===== config.mk =====
export PLATFORM = sky130hd
export DESIGN_NAME = step_run_controller_flat
export DESIGN_NICKNAME = d
export VERILOG_FILES = /design/src/rtl/clock_ctrl_pkg.sv /design/src/rtl/step_run_controller_if.sv /design/src/rtl/input_debouncer.sv /design/src/rtl/step_run_controller.sv /design/src/flat_wrapper.sv
export SDC_FILE = /design/constraint.sdc
export NUM_CORES = 1
export LEC_CHECK = 0
export BUFFER_PORTS_ARGS = -buffer_cell sky130_fd_sc_hd__buf_2
export CELL_PAD_IN_SITES_DETAIL_PLACEMENT = 1
export CELL_PAD_IN_SITES_GLOBAL_PLACEMENT = 1
export CORE_MARGIN = 4
export CORE_UTILIZATION = 40
export DETAILED_ROUTE_END_ITERATION = 6
export GPL_ROUTABILITY_DRIVEN = 0
export PLACE_DENSITY_LB_ADDON = 0.1
export REMOVE_ABC_BUFFERS = 1
export SLEW_MARGIN = 30
export SYNTH_ARGS = -nofsm -noshare
export SYNTH_HDL_FRONTEND = slang
export SYNTH_HIERARCHICAL = 1
export SYNTH_SLANG_ARGS = --single-unit

===== constraint.sdc =====
create_clock -name i_oszClk -period 6.15 [get_ports i_oszClk]
set_clock_uncertainty 0.1 [all_clocks]
set_input_delay 0.615 -clock i_oszClk [delete_from_list [all_inputs] [get_ports i_oszClk]]
set_output_delay 0.615 -clock i_oszClk [all_outputs]
set_load 0.01 [all_outputs]

===== src/rtl/clock_ctrl_pkg.sv =====
// Shared definitions for the step/run clock controller: FSM encodings and default timing.
// Latency: n/a (types and constants only).
// Backpressure: n/a.
package clock_ctrl_pkg;

    // 10 ms of stable input at a 5 MHz oscillator
    localparam int DEFAULT_DEBOUNCE_CYCLES = 50000;
    localparam int STATE_W                 = 2;

    // Encodings are shown on the front-panel display, so they are fixed
    typedef enum logic [STATE_W-1:0] {
        ST_IDLE  = 2'd0,
        ST_RUN   = 2'd1,
        ST_INSTR = 2'd2,
        ST_HALT  = 2'd3
    } state_t;

endpackage


===== src/rtl/step_run_controller_if.sv =====
// CPU-side bus of the step/run controller: PC and breakpoint in, clock enable and status out.
// Latency: wires only.
// Backpressure: none; o_cpuClkEn is the only throttle on the CPU.
// Ports: master = controller (drives o_*), slave = CPU/panel side (drives i_*).
interface step_run_controller_if
    import clock_ctrl_pkg::*;
#(
    parameter int ADDR_WIDTH = 16
);
    logic [ADDR_WIDTH-1:0] i_breakpointAddress;
    logic [ADDR_WIDTH-1:0] i_pc;
    logic                  i_instrDone;
    logic                  o_cpuClkEn;
    logic                  o_halted;
    logic [STATE_W-1:0]    o_state;

    modport master (
        input  i_breakpointAddress, i_pc, i_instrDone,
        output o_cpuClkEn, o_halted, o_state
    );

    modport slave (
        output i_breakpointAddress, i_pc, i_instrDone,
        input  o_cpuClkEn, o_halted, o_state
    );
endinterface


===== src/rtl/input_debouncer.sv =====
// Synchronizes and debounces one raw asynchronous input into a clean level.
// Latency: 2 sync cycles + DEBOUNCE_CYCLES of stable input before the level moves.
// Backpressure: none.
// Ports: i_clk/i_reset, i_raw (async), o_level (debounced), o_settled (first level decision made).
module input_debouncer
    import clock_ctrl_pkg::*;
#(
    parameter int DEBOUNCE_CYCLES = DEFAULT_DEBOUNCE_CYCLES
) (
    input  logic i_clk,
    input  logic i_reset,
    input  logic i_raw,
    output logic o_level,
    output logic o_settled
);
    localparam int CNT_W = $clog2(DEBOUNCE_CYCLES + 1);

    logic             sync1_q, sync1_d;
    logic             sync2_q, sync2_d;
    logic             sync3_q, sync3_d;
    logic             level_q, level_d;
    logic             settled_q, settled_d;
    logic [CNT_W-1:0] cnt_q, cnt_d;
    logic [CNT_W-1:0] cnt_next;
    logic             pending;

    always_comb begin
        sync1_d   = i_raw;
        sync2_d   = sync1_q;
        sync3_d   = sync2_q;
        level_d   = level_q;
        settled_d = settled_q;
        cnt_d     = '0;
        // Until the first decision the reset level is only provisional, so the
        // input must also prove itself stable when it already equals that level.
        pending   = (sync2_q != level_q) || !settled_q;
        // Any movement of the synchronized input restarts the stability window.
        cnt_next  = (sync2_q != sync3_q) ? CNT_W'(1) : cnt_q + CNT_W'(1);
        if (pending) begin
            if (cnt_next == CNT_W'(DEBOUNCE_CYCLES)) begin
                level_d   = sync2_q;
                settled_d = 1'b1;
            end else begin
                cnt_d = cnt_next;
            end
        end
    end

    always_ff @(posedge i_clk) begin
        if (i_reset) begin
            sync1_q   <= 1'b0;
            sync2_q   <= 1'b0;
            sync3_q   <= 1'b0;
            level_q   <= 1'b0;
            settled_q <= 1'b0;
            cnt_q     <= '0;
        end else begin
            sync1_q   <= sync1_d;
            sync2_q   <= sync2_d;
            sync3_q   <= sync3_d;
            level_q   <= level_d;
            settled_q <= settled_d;
            cnt_q     <= cnt_d;
        end
    end

    assign o_level   = level_q;
    assign o_settled = settled_q;
endmodule


===== src/rtl/step_run_controller.sv =====
// Front-panel step/run controller: gates the CPU clock for run, cycle step, instruction step and breakpoints.
// Latency: panel inputs act ~DEBOUNCE_CYCLES+3 cycles after they change; CPU-side inputs act next cycle.
// Backpressure: none; the CPU is throttled only through o_cpuClkEn.
// Ports: i_oszClk, i_reset (sync, active-high), four raw panel inputs, cpu (master side of the CPU bus).
module step_run_controller
    import clock_ctrl_pkg::*;
#(
    parameter int DEBOUNCE_CYCLES = DEFAULT_DEBOUNCE_CYCLES,
    parameter int ADDR_WIDTH      = 16
) (
    input  logic                        i_oszClk,
    input  logic                        i_reset,
    input  logic                        i_btnStep,
    input  logic                        i_swStepNRun,
    input  logic                        i_swInstrNCycle,
    input  logic                        i_swEnableBreakpoint,
    step_run_controller_if.master       cpu
);
    logic btn_lvl, step_mode, instr_mode, bp_armed;
    logic btn_ok, step_ok, instr_ok, bp_ok;

    input_debouncer #(.DEBOUNCE_CYCLES(DEBOUNCE_CYCLES)) u_db_btn (
        .i_clk(i_oszClk), .i_reset(i_reset), .i_raw(i_btnStep),
        .o_level(btn_lvl), .o_settled(btn_ok));
    input_debouncer #(.DEBOUNCE_CYCLES(DEBOUNCE_CYCLES)) u_db_step (
        .i_clk(i_oszClk), .i_reset(i_reset), .i_raw(i_swStepNRun),
        .o_level(step_mode), .o_settled(step_ok));
    input_debouncer #(.DEBOUNCE_CYCLES(DEBOUNCE_CYCLES)) u_db_instr (
        .i_clk(i_oszClk), .i_reset(i_reset), .i_raw(i_swInstrNCycle),
        .o_level(instr_mode), .o_settled(instr_ok));
    input_debouncer #(.DEBOUNCE_CYCLES(DEBOUNCE_CYCLES)) u_db_bp (
        .i_clk(i_oszClk), .i_reset(i_reset), .i_raw(i_swEnableBreakpoint),
        .o_level(bp_armed), .o_settled(bp_ok));

    state_t                state_q, state_d;
    logic                  skip_q, skip_d;
    logic                  step_en_q, step_en_d;
    logic                  press_q, press_d;
    logic                  btn_prev_q, btn_prev_d;
    logic                  btn_seen_q, btn_seen_d;
    logic                  cpu_clk_en, halted, bp_hit, inputs_settled;
    logic [ADDR_WIDTH-1:0] pc_w, bp_addr_w;

    assign pc_w           = cpu.i_pc;
    assign bp_addr_w      = cpu.i_breakpointAddress;
    assign inputs_settled = btn_ok & step_ok & instr_ok & bp_ok;
    // Only RUN and INSTR enable the CPU unconditionally, so enable is implied there.
    assign bp_hit = bp_armed && cpu.i_instrDone && !skip_q && (pc_w == bp_addr_w) &&
                    ((state_q == ST_RUN) || (state_q == ST_INSTR));

    always_comb begin
        state_d    = state_q;
        skip_d     = skip_q;
        step_en_d  = 1'b0;
        btn_prev_d = btn_lvl;
        btn_seen_d = btn_ok;
        // The first accepted level after reset is not an edge: a button held
        // through reset must be released and pressed again.
        press_d    = btn_lvl & ~btn_prev_q & btn_seen_q;
        cpu_clk_en = 1'b0;
        halted     = 1'b0;
        case (state_q)
            ST_IDLE: begin
                cpu_clk_en = step_en_q;
                if (!step_mode) begin
                    if (inputs_settled) state_d = ST_RUN;
                end else if (press_q) begin
                    if (instr_mode) state_d   = ST_INSTR;
                    else            step_en_d = 1'b1;
                end
            end
            ST_RUN: begin
                cpu_clk_en = 1'b1;
                if (cpu.i_instrDone) skip_d = 1'b0;
                if (bp_hit)         state_d = ST_HALT;
                else if (step_mode) state_d = ST_IDLE;
            end
            ST_INSTR: begin
                cpu_clk_en = 1'b1;
                if (cpu.i_instrDone) skip_d = 1'b0;
                if (bp_hit)                state_d = ST_HALT;
                else if (!step_mode)       state_d = ST_RUN;
                else if (cpu.i_instrDone)  state_d = ST_IDLE;
            end
            ST_HALT: begin
                halted = 1'b1;
                if (!bp_armed) begin
                    state_d = ST_IDLE;
                end else if (press_q) begin
                    state_d = step_mode ? ST_INSTR : ST_RUN;
                    // PC still sits on the breakpoint; let the next instruction finish.
                    skip_d  = 1'b1;
                end
            end
            default: state_d = ST_IDLE;
        endcase
    end

    always_ff @(posedge i_oszClk) begin
        if (i_reset) begin
            state_q    <= ST_IDLE;
            skip_q     <= 1'b0;
            step_en_q  <= 1'b0;
            press_q    <= 1'b0;
            btn_prev_q <= 1'b0;
            btn_seen_q <= 1'b0;
        end else begin
            state_q    <= state_d;
            skip_q     <= skip_d;
            step_en_q  <= step_en_d;
            press_q    <= press_d;
            btn_prev_q <= btn_prev_d;
            btn_seen_q <= btn_seen_d;
        end
    end

    assign cpu.o_cpuClkEn = cpu_clk_en;
    assign cpu.o_halted   = halted;
    assign cpu.o_state    = state_q;
endmodule


===== src/flat_wrapper.sv =====
// flat-port wrapper written by rule: the top's interface ports become plain ports
module step_run_controller_flat import clock_ctrl_pkg::*;
#(
    parameter int DEBOUNCE_CYCLES = DEFAULT_DEBOUNCE_CYCLES,
    parameter int ADDR_WIDTH      = 16
)
  (i_oszClk, i_reset, i_btnStep, i_swStepNRun, i_swInstrNCycle, i_swEnableBreakpoint, cpu_i_breakpointAddress, cpu_i_pc, cpu_i_instrDone, cpu_o_cpuClkEn, cpu_o_halted, cpu_o_state);
  step_run_controller_if #(.ADDR_WIDTH(ADDR_WIDTH)) cpu_i ();
  input  logic i_oszClk;
  input  logic i_reset;
  input  logic i_btnStep;
  input  logic i_swStepNRun;
  input  logic i_swInstrNCycle;
  input  logic i_swEnableBreakpoint;
  input wire logic [$bits(cpu_i.i_breakpointAddress)-1:0] cpu_i_breakpointAddress;
  input wire logic [$bits(cpu_i.i_pc)-1:0] cpu_i_pc;
  input wire logic [$bits(cpu_i.i_instrDone)-1:0] cpu_i_instrDone;
  output wire logic [$bits(cpu_i.o_cpuClkEn)-1:0] cpu_o_cpuClkEn;
  output wire logic [$bits(cpu_i.o_halted)-1:0] cpu_o_halted;
  output wire logic [$bits(cpu_i.o_state)-1:0] cpu_o_state;
  assign cpu_i.i_breakpointAddress = cpu_i_breakpointAddress;
  assign cpu_i.i_pc = cpu_i_pc;
  assign cpu_i.i_instrDone = cpu_i_instrDone;
  assign cpu_o_cpuClkEn = cpu_i.o_cpuClkEn;
  assign cpu_o_halted = cpu_i.o_halted;
  assign cpu_o_state = cpu_i.o_state;
  step_run_controller #(.DEBOUNCE_CYCLES(DEBOUNCE_CYCLES), .ADDR_WIDTH(ADDR_WIDTH)) u_core (.i_oszClk(i_oszClk), .i_reset(i_reset), .i_btnStep(i_btnStep), .i_swStepNRun(i_swStepNRun), .i_swInstrNCycle(i_swInstrNCycle), .i_swEnableBreakpoint(i_swEnableBreakpoint), .cpu(cpu_i));
endmodule

==> results of run 1 <==
==> worst paths after layout <==
| path | cells after the start | to | from | slack [ns] |
|---|---|---|---|---|
| setup / recovery | 7 | u_core/u_db_instr/o_level | u_core/u_db_instr/cnt_q[0] | 3.40 |
| hold reg to reg | 1 | u_core/u_db_bp/sync2_q | u_core/u_db_bp/sync1_q | 0.34 |
| hold / removal | 1 | u_core/u_db_bp/sync2_q | u_core/u_db_bp/sync1_q | 0.34 |
| setup reg to reg | 7 | u_core/u_db_instr/o_level | u_core/u_db_instr/cnt_q[0] | 3.40 |
==> cell type report <==
type | instances | area, µm²
Inverter | 17 | 63.81
Timing Repair Buffer | 42 | 210.2
Clock buffer | 12 | 246.5
Tap cell | 172 | 215.2
Clock inverter | 4 | 50.05
Multi-Input combinational cell | 449 | 3083
Sequential cell | 91 | 1822
Fill cell | 1512 | 6878
==> sequential cells by signal, summed over array words and instances, names as in the netlist, 2 cells and up <==
| signal | cells |
|---|---|
| u_core/cpu.o_state | 2 |
| u_core/u_db_step/cnt_q | 16 |
| u_core/u_db_btn/cnt_q | 16 |
| u_core/u_db_bp/cnt_q | 16 |
| u_core/u_db_instr/cnt_q | 16 |
==> per-stage QoR <==
stage | power (mW) | worst slack, ns
2_1_floorplan | 0.6798 | 3.696
3_3_place_gp | 0.7157 | 3.519
3_5_place_dp | 0.7177 | 3.429
4_1_cts | 1.280 | 3.395
5_1_grt | 1.315 | 3.214
6_report | 1.258 | 3.396
==> where the power goes <==
part           total, mW  switching [mW]  internal (mW)
clock              0.555           0.229          0.326
combinational     0.0871          0.0496         0.0375
sequential         0.616          0.0171          0.599
==> worst max-delay path, stage by stage, from the launching register on <==
cell      delay, ns
dfxtp_1        0.49
ha_1           0.36
nand3_1        0.21
or3_1          0.39
a211oi_2       0.23
nand4_1        0.16
nor3_4         0.38
mux2_4         0.33
==> routing by layer <==
metal / global-route usage [%] / up-vias / share of wire [%]
met5: 0 / - / 0
met4: 5.666 / 0 / 1.9
met3: 3.916 / 13 / 2.6
met2: 29.11 / 33 / 50
met1: 20.57 / 1980 / 45
li1: - / 2120 / -
==> synth_stat cells (2+ instances only) <==
cell,number
a211oi_1,8
a211oi_2,4
a21o_1,4
a21oi_1,19
a311oi_1,4
a32oi_1,4
and2_1,4
and3_1,4
and3b_1,6
buf_2,4
buf_4,8
buf_6,4
clkbuf_1,4
dfxtp_1,91
ha_1,12
inv_1,17
mux2_4,4
mux2i_1,8
nand2_1,39
nand2b_1,6
nand3_1,33
nand4_1,26
nand4_4,4
nand4b_1,2
nor2_1,60
nor2b_1,22
nor3_1,29
nor3_4,4
nor3b_1,8
nor4_1,8
nor4_4,4
o21ai_0,14
o21ba_2,4
o21bai_1,5
or3_1,8
or3_2,4
or4_1,5
or4_2,4
xnor2_1,46
xor2_1,25
==> cells by family (layout without fill, tap and decap cells) <==
kind of cell	Yosys count	in the layout	share of synthesized area, %
xor+xnor	72	72	12.49
buf+inv	37	75	3.992
mux	12	12	2.743
compound gates	71	71	9.797
flops	91	91	35.66
fa+ha+maj	12	12	2.939
simple gates	282	282	32.38
==> impl_metrics.yaml, run 1 <==
outcome:
  status: "complete, no violations"
timing:
  period_share_pct: 44.77
  fmax_mhz: 363.2
  rsz0062_at_grt: "no"
  tns_ns: 0
  worstMarginPinSlew_ns: 0.5962
  slew_headroom_pct: 60.25
  hold_violations: 0
  slew_violations: 0
  fin_hold_ws_ns: 0.3397
  finalSetupViolCount: 0
  fin_crit_ns: 2.754
place:
  dp.cells: 771
  dp_hpwl_um: 8731
  port_buffers: 42
  place_area_um2: 5394
routing:
  wl_um: 11630
  wire_per_inst_um: 14.78
  first_pass_iters: 4
  viasPerCell: 5.268
  antenna_left: 0
  drc_errors: 0
  drt_iter0_markers: 220
  vias: 4146
finish:
  final_common_cell: "dfxtp_1"
  finalInstanceArea_um2: 5690
  diodes: 0
  nets: 661
  utilization_pct: 45.28
  areaGrowthSynthToFinish_pct: 11.39
  final_cells: 787
  layout-drive-gt1-share_pct: 14.63
  final_cell_mix: "dfxtp_1 (91), nor2_1 (60), xnor2_1 (46), buf_2 (42), nand2_1 (39)"
yosys:
  yosysUniqueCellTypes: 48
  synth_area_leaders: "dfxtp_1 (36%), xnor2_1 (7.9%), nor2_1 (4.4%)"
  yosysTopAreaCell: "dfxtp_1"
  synth_edf_count: 0
  synth_top_cell_area_share_pct: 35.66
  synth-seq-area-share_pct: 35.66
  ys_async_sr_fraction_pct: 0
  ys.flop_type: "dfxtp_1"
  syn_inst: 577
  synth_seq_cells: 91
  syn_avg_cell_area_um2: 8.854
  ys_warn_count: 6
  syn-cell-area_um2: 5109
global_route:
  grt_pass1_vias: 4178
  antenna_found_initial: 0
  grt_pass1_wl_um: 19980
  grt_usage_pct: 16.85
  grt_max_degree: 35
  grt_overflow: 0
cts:
  clock_latency_ns: 0.35
  cts.reportedPaths.clkPinSlew_ns: 0.06
  ctsHoldBuffers: 0
  root_buffer: "clkbuf_16"
  clock_sinks: 91
  cts_tree: "yes"
  ctsResizeCount: 0
  numCtsBuffers: 9
  clk_path_buf_depth: 2
  post-cts-setup-buffers: 0
  cts_max_level: 3
setup_path:
  path_class: "reg -> reg"
  startpoint_type: "flop"
  crit_path_max_fanout: 9
  cp-end-kind: "flop"
  critPathRequiredTime_ns: 6.29
  arrival_ns: 2.89
floorplan:
  num_io_pins: 43
  coreArea_um2: 12570
  die-area_um2: 14640
  start_util_pct: 40.65
  die-height_um: 121.0
  die_w_um: 121.0
  rows: 41
run:
  maxCapViolCount: 0
hold_path:
  min_path_type: "reg -> reg"
pwr:
  vdd_ir_drop_max_mv: 0.1835
  power_density_nw_per_um2: 221.1
  power.leakage_nw: 2.053
No activity file was read; power rests on OpenSTA's default activity.
==> run 2, diff against run 1 <==
- clock period: 6.15 -> 2.72 ns (I/O delays scaled with it)
==> run 2 against run 1 <==
Net effect: combinational power increased by 130%; first-iteration DRC count decreased by 29%; via count increased by 2.3%; largest cell class unchanged.
==> impl_metrics.yaml, run 2 (synthesis gave the netlist of run 1 again) <==
pwr:
  p_sw_share_pct: 23.49
  power_frac_clock_pct: 44.6
  vdd_ir_drop_max_mv: 0.3922
  power_density_nw_per_um2: 501.7
  power.total_mw: 2.887
  power.leakage_nw: 2.081
  p_switching_mw: 0.6779
  p_int_mw: 2.209
  comb_power_share_pct: 7.1
  seqPwrFrac_pct: 48.3
timing:
  worstMarginPinSlew_ns: 0.6120
  slew_headroom_pct: 58.91
  tns_ns: 0
  fmax_mhz: 393.1
  fin_crit_ns: 2.544
  hold_violations: 0
  slew_violations: 0
  rsz0062_at_grt: "no"
  finalSetupViolCount: 0
  period_share_pct: 93.54
global_route:
  busiest_layer: "met2"
  grt_overflow: 0
  antenna_found_initial: 0
  grt_usage_pct: 17.66
  grt_util_met2_pct: 31.19
  grt_pass1_vias: 4259
  grtUsageMet3_pct: 4.522
  grt_pass1_wl_um: 20810
  grt_use_met1_pct: 21.12
  grt_max_degree: 35
routing:
  antenna_left: 0
  drt_iter0_markers: 156
  wire_per_inst_um: 15.45
  wl_um: 12240
  vias: 4242
  first_pass_iters: 4
  viasPerCell: 5.356
  drc_errors: 0
place:
  place_area_um2: 5431
  dp_hpwl_um: 9021
  port_buffers: 42
floorplan:
  coreArea_um2: 12570
  start_util_pct: 40.65
  die-height_um: 121.0
  die_w_um: 121.0
  die-area_um2: 14640
  rows: 41
  num_io_pins: 43
outcome:
  status: "complete, no violations"
cts:
  cts_tree: "yes"
  root_buffer: "clkbuf_16"
  ctsHoldBuffers: 0
  clock_latency_ns: 0.35
  clk_path_buf_depth: 2
  cts.reportedPaths.clkPinSlew_ns: 0.07
  numCtsBuffers: 9
  clock_sinks: 91
  post-cts-setup-buffers: 0
  cts_max_level: 3
finish:
  finalInstanceArea_um2: 5754
  final_cell_mix: "dfxtp_1 (89), nor2_1 (60), xnor2_1 (46), buf_2 (42), nand2_1 (39)"
  diodes: 0
  layout-drive-gt1-share_pct: 16.29
  final_common_cell: "dfxtp_1"
  nets: 666
  areaGrowthSynthToFinish_pct: 12.64
  utilization_pct: 45.78
setup_path:
  r2r_cells: 7
  critPathRequiredTime_ns: 2.86
  startpoint_type: "flop"
  arrival_ns: 2.68
  cp-end-kind: "flop"
  path_class: "reg -> reg"
  crit_path_max_fanout: 9
hold_path:
  holdPathStages: 2
  min_path_type: "in -> reg"
run:
  maxCapViolCount: 0
==> run 2: changes by cell type in the layout (fill, tap and decap cells not counted) <==
cell | previous run | this run
dfxtp_1 | 91 | 89
clkinv_2 | 1 | 0
buf_4 | 0 | 5
clkinv_4 | 0 | 1
nor4_2 | 0 | 1
clkinvlp_4 | 2 | 1
dfxtp_2 | 0 | 2
clkbuf_8 | 1 | 2
ha_1 | 12 | 9
ha_2 | 0 | 3
nor4_1 | 8 | 7
==> run 2: layer usage <==
metal / up-vias / wire (µm) / share of wire, %
met1: 2068 / 5455 / 45
met3: 15 / 293 / 2.4
met4: 0 / 177 / 1.4
li1: 2118 / - / -
met2: 41 / 6313 / 52
met5: - / 0 / 0
==> run 2: critical path: stages, from the launching register on <==
cell,delay [ns]
dfxtp_1,0.49
ha_2,0.32
nand3_1,0.12
or3_2,0.43
a32oi_1,0.25
nand4_1,0.19
nor3_4,0.22
mux2_4,0.31
==> run 2: worst paths after layout <==
check | start | end | slack (ns)
max reg2reg | u_core/u_db_btn/cnt_q[0] | u_core/u_db_btn/o_level | 0.18
min reg2reg | u_core/u_db_step/sync1_q | u_core/u_db_step/sync2_q | 0.34
min | i_btnStep | u_core/u_db_btn/sync1_q | 0.04
max | u_core/u_db_btn/cnt_q[0] | u_core/u_db_btn/o_level | 0.18
==> run 2: repair_timing <==
action	CTS	global route
gates resized for setup	0	6
endpoints found under the hold margin	0	0
setup endpoints to repair	0	23
==> run 2: cell type report <==
type	instances	area [µm²]
Clock inverter	3	46.29
Multi-Input combinational cell	449	3097
Tap cell	172	215.2
Timing Repair Buffer	47	247.7
Sequential cell	91	1824
Fill cell	1520	6814
Clock buffer	13	260.3
Inverter	17	63.81
==> run 2: per-stage QoR <==
step | hold slack, ns | worst slack [ns] | std cells
final | 0.03743 | 0.1758 | 792
after global routing | 0.03462 | 0.02444 | 792
after CTS | 0.02130 | 0.09516 | 792
after detailed placement | 0.3297 | 0.1212 | 776
after global placement | 0.3185 | 0.1983 | 776
after floorplan | 0.2411 | 0.2662 | 557
==> run 2: power by group through the flow <==
stage	combinational, mW	clock, mW	sequential [mW]
after global routing	0.229	1.40	1.40
final	0.204	1.29	1.40
after global placement	0.198	0	1.42
after CTS	0.204	1.34	1.39
after floorplan	0.122	0	1.42
after detailed placement	0.203	0	1.42
